`config.mk`:
```
export PLATFORM = sky130hd
export DESIGN_NAME = demux_deserializer
export DESIGN_NICKNAME = d
export VERILOG_FILES = /design/src/rtl/demux_deserializer.sv
export SDC_FILE = /design/constraint.sdc
export NUM_CORES = 1
export LEC_CHECK = 0
export CORE_MARGIN = 2
export CORE_UTILIZATION = 30
export DETAILED_ROUTE_END_ITERATION = 12
export PLACE_DENSITY_LB_ADDON = 0.12
export RECOVER_POWER = 100
export SLEW_MARGIN = 20
export SYNTH_ARGS = -nofsm -noshare
export SYNTH_HDL_FRONTEND = slang
export SYNTH_SLANG_ARGS = --single-unit
export TNS_END_PERCENT = 1
```
`constraint.sdc`:
```
create_clock -name clk -period 2.8 [get_ports clk]
set_input_delay 0.56 -clock clk [delete_from_list [all_inputs] [get_ports clk]]
set_output_delay 0.56 -clock clk [all_outputs]
set_load 0.01 [all_outputs]
```
`src/rtl/demux_deserializer.sv`:
```
// Round-robin word-to-lane deserializer: DATA_WIDTH words fill 2**SELECT_LINES
// lanes of a frame register, and each completed frame is offered with valid/ready.
module demux_deserializer #(
  parameter     ARCHITECTURE = "BEHAVIORAL",
  parameter int SELECT_LINES = 4,
  parameter int DATA_WIDTH   = 2
) (
  input  logic                                  clk,
  input  logic                                  rst_n,
  input  logic [DATA_WIDTH-1:0]                 data_in,
  input  logic                                  data_in_valid,
  output logic                                  data_in_ready,
  input  logic                                  sync_in,
  output logic [DATA_WIDTH*(2**SELECT_LINES)-1:0] data_out,
  output logic                                  data_out_valid,
  input  logic                                  data_out_ready,
  output logic [SELECT_LINES-1:0]               select_out,
  output logic                                  sync_err
);

  localparam int N       = 2**SELECT_LINES;
  localparam int FRAME_W = N * DATA_WIDTH;
  localparam logic [SELECT_LINES-1:0] LAST_LANE = {SELECT_LINES{1'b1}};

  function automatic logic [FRAME_W-1:0] put_lane(
    input logic [FRAME_W-1:0]      frame,
    input logic [SELECT_LINES-1:0] idx,
    input logic [DATA_WIDTH-1:0]   word
  );
    logic [FRAME_W-1:0] f;
    f = frame;
    f[int'(idx)*DATA_WIDTH +: DATA_WIDTH] = word;
    return f;
  endfunction

  if (ARCHITECTURE == "BEHAVIORAL") begin : g_behavioral
    logic [SELECT_LINES-1:0] lane_cnt;
    logic [SELECT_LINES-1:0] lane_cnt_nxt;
    logic [SELECT_LINES-1:0] lane;
    logic [FRAME_W-1:0]      asm_r;
    logic [FRAME_W-1:0]      asm_nxt;
    logic                    accept;
    logic                    frame_done;

    // Only the closing word of a frame can collide with a still-held output frame.
    assign data_in_ready = ~((lane_cnt == LAST_LANE) & data_out_valid & ~data_out_ready);
    assign accept        = data_in_valid & data_in_ready;
    assign lane          = sync_in ? '0 : lane_cnt;
    assign frame_done    = accept & (lane == LAST_LANE);
    assign select_out    = lane_cnt;

    always_comb begin
      asm_nxt      = sync_in ? '0 : asm_r;
      lane_cnt_nxt = lane_cnt;
      if (accept) begin
        asm_nxt      = put_lane(asm_nxt, lane, data_in);
        lane_cnt_nxt = frame_done ? '0 : lane + SELECT_LINES'(1);
      end else if (sync_in) begin
        lane_cnt_nxt = '0;
      end
    end

    // Frame assembly / output stage boundary
    always_ff @(posedge clk) begin
      if (!rst_n) begin
        lane_cnt       <= '0;
        asm_r          <= '0;
        data_out       <= '0;
        data_out_valid <= 1'b0;
        sync_err       <= 1'b0;
      end else begin
        lane_cnt <= lane_cnt_nxt;
        asm_r    <= asm_nxt;
        sync_err <= sync_in & (lane_cnt != '0);
        if (frame_done) begin
          data_out       <= asm_nxt;
          data_out_valid <= 1'b1;
        end else if (data_out_ready) begin
          data_out_valid <= 1'b0;
        end
      end
    end
  end else begin : g_unsupported
    assign data_in_ready  = 1'b0;
    assign data_out       = '0;
    assign data_out_valid = 1'b0;
    assign select_out     = '0;
    assign sync_err       = 1'b0;
  end

endmodule

```
==> results.cfg <==
[status]
status = finished clean

[worst_hold_path]
hold_start = g_behavioral.asm_r[15]$_SDFF_PN0_
min_path_cells = 2
min-delay-path-class = reg -> reg
hold_path_end = g_behavioral.asm_r[15]$_SDFF_PN0_

[setup_path]
crit_buf_inv = 4
cp_cell_sequence = clkdlybuf4s50_1, inv_1, nand2_1, ha_1, buf_4, xnor2_1, clkbuf_1, and4_1, mux2i_1, a21oi_1
r2r-start = select_out[0]$_SDFF_PN0_
cp_max_fo = 6
startpoint_type = input port
reg2reg_slack_ns = 0.25
worstSetupEndpointType = flop
critPathKind = in -> reg
slowest_delay_ns = 0.42
r2r_cells = 8
path_delay_family = buffers and inverters
r2r-end = data_out[12]$_SDFFE_PN0P_
required_ns = 3.03
critPathSlowestCell = clkdlybuf4s50_1
arrival_ns = 2.85

[global_route]
grt_pass1_wl_um = 14380
overflow = 0
grt_antenna_before_repair = 0
grt_usage = 0.1649
grt_max_degree = 36
grt_pass1_vias = 2749

[cells_and_area]
final_nets = 461
area.sequential_um2 = 1401
multi_input_area_um2 = 1627
fillers = 1091
area_growth_pct = 32.40
drive_above_1_share = 0.1327
antennaDiodeCount = 0
fin_util = 0.4080
design_area_um2 = 4193

[sta]
fin_skew_ns = 0.01168
tightest_slew_ns = 0.5431
rsz0062_at_grt = no
setup_violations = 0
slew_violations = 0
fin_crit_ns = 2.624
max_freq_mhz = 381.0
relSlewSlack = 0.6374
hold_viol_final = 0
period_share = 0.9373

[job]
drv_cap = 0

[clocking]
post_cts_buffers = 0
h-tree-depth = 3
root_buffer = clkbuf_8
cts_buffer_depth = 2
clkSinkCount = 70
cts_resized = 0
cts_tree = yes
cts_hold_buf = 0
cts_buffers = 9
clk_pin_slew_ns = 0.07
clk_latency_ns = 0.34

[yosys]
synth_area_um2 = 3167
ys.flop_type = dfxtp_1
yosys-top-cells-count = dfxtp_1 (70), a21oi_1 (43), nor2_1 (37), o21ai_0 (33), nand2_1 (25)
yosysUniqueCellTypes = 48
synth_area_per_cell_um2 = 8.605
synthesis.nets = 380
ys_warn_count = 0
synthTopCellsByArea = dfxtp_1 (44%), a21oi_1 (6.8%), mux2i_1 (6.6%)
synth_top_cell_by_area = dfxtp_1
yosysSeqAreaShare = 0.4425
synth_edf_count = 0
syn-instance-count = 368
synth_most_common_cell = dfxtp_1
async_flop_share = 0
synth_seq_cells = 70
synth_top_area_frac = 0.4425

[power]
sequentialPowerShare = 0.548
p_sw_frac = 0.2433
peakVddDrop_uv = 194.0
intPower_uw = 1386
p_leak_uw = 0.001746
switching_power_uw = 445.7
power.total_uw = 1832
power_frac_comb = 0.073
p_clk_frac = 0.379
power_density_nw_per_um2 = 437.0

[route]
wl_per_cell_um = 14.94
drc = 0
drtPass1Iterations = 4
drtAntennaViolNets = 0
vias_per_cell = 4.810
wl_um = 8787
drtIter0Drc = 94
vias = 2828

[floorplan]
die_h_um = 106.7
io_pins = 46
core-area_um2 = 10280
start_util = 0.3081
dieArea_um2 = 11390
row_count = 37
chipWidth_um = 106.7

[placement]
placed_area_um2 = 4083
dp_hpwl_um = 6261
io_buffers = 45
gp_congestion = 0.8341
[per-layer routing]
metal / track usage / vias to the layer above / share of wire
met2: 0.2525 / 39 / 0.45
li1: - / 1463 / -
met4: 0.06586 / 0 / 0.021
met5: 0 / - / 0
met3: 0.03647 / 12 / 0.031
met1: 0.2251 / 1314 / 0.50
[worst reg2reg max path, stage by stage (launching register included)]
cell and delay [ns]:
dfxtp_1 0.66, o31ai_1 0.15, ha_1 0.36, nor2b_1 0.24, nand2_1 0.11, nor4bb_2 0.38, clkbuf_1 0.20, mux2i_1 0.24
a21oi_1 0.09
[power groups by stage]
stage               registers, µW  logic [µW]  clock network (µW)
floorplan                    1020        72.6                   0
global placement             1030         138                   0
detailed placement           1030         138                   0
CTS                          1000         139                 723
global route                 1000         146                 770
finish                       1000         133                 695
[cell type report]
class                           instances  share of cell area
Inverter                                6            0.005372
Tap cell                              136             0.04058
Sequential cell                        70              0.3342
Clock buffer                           12             0.03462
Multi-Input combinational cell        267              0.3879
Timing Repair Buffer                   95              0.1949
Clock inverter                          2            0.002387
[through the flow]
step	setup TNS, ns	hold slack (ns)	cells	setup slack (ns)
finish	0	0.5038	588	0.1756
global route	0	0.5331	588	0.02254
CTS	0	0.5129	588	0.2158
detailed placement	-1.205	0.4958	574	-0.1440
global placement	-1.228	0.4892	574	-0.1515
floorplan	0	0.4671	368	0.02225
[kinds of logic after synthesis]
family	after synthesis	share of synthesized area
simple gates	131	0.2157
compound gates	103	0.1912
flops	70	0.4425
buf+inv	31	0.04188
mux	25	0.08060
fa+ha+maj	5	0.01976
xor+xnor	3	0.008299
[worst max-delay path by stage]
stage | endpoint | from | cells past startpoint
after floorplan | g_behavioral.asm_r[4]$_SDFF_PN0_ | sync_in | 11
after global placement | data_out[12]$_SDFFE_PN0P_ | sync_in | 10
after detailed placement | data_out[5]$_SDFFE_PN0P_ | sync_in | 11
after CTS | data_out[5]$_SDFFE_PN0P_ | sync_in | 11
after global routing | data_out[13]$_SDFFE_PN0P_ | sync_in | 10
final | data_out[2]$_SDFFE_PN0P_ | sync_in | 10
[flip-flops by register name (all words and copies together) (netlist names)]
name	count
sync_err	1
data_out	32
data_out_valid	1
select_out	4
g_behavioral.asm_r	32
[layout by cell type (no fill, tap or decap), drive strengths merged, types with 5 or more instances in the layout]
master         Yosys  layout
dlygate4sd3        0      38
nor2              38      38
nand3             11      11
o21ai             34      34
inv                5       5
clkbuf            18      29
nor2b             23      23
a31oi             10      10
ha                 5       5
and3               8       8
a21oi             43      43
mux2i             21      21
nand2             25      25
clkdlybuf4s50      0       7
dfxtp             70      70
buf                7      33
(Power assumes the default switching activity.)
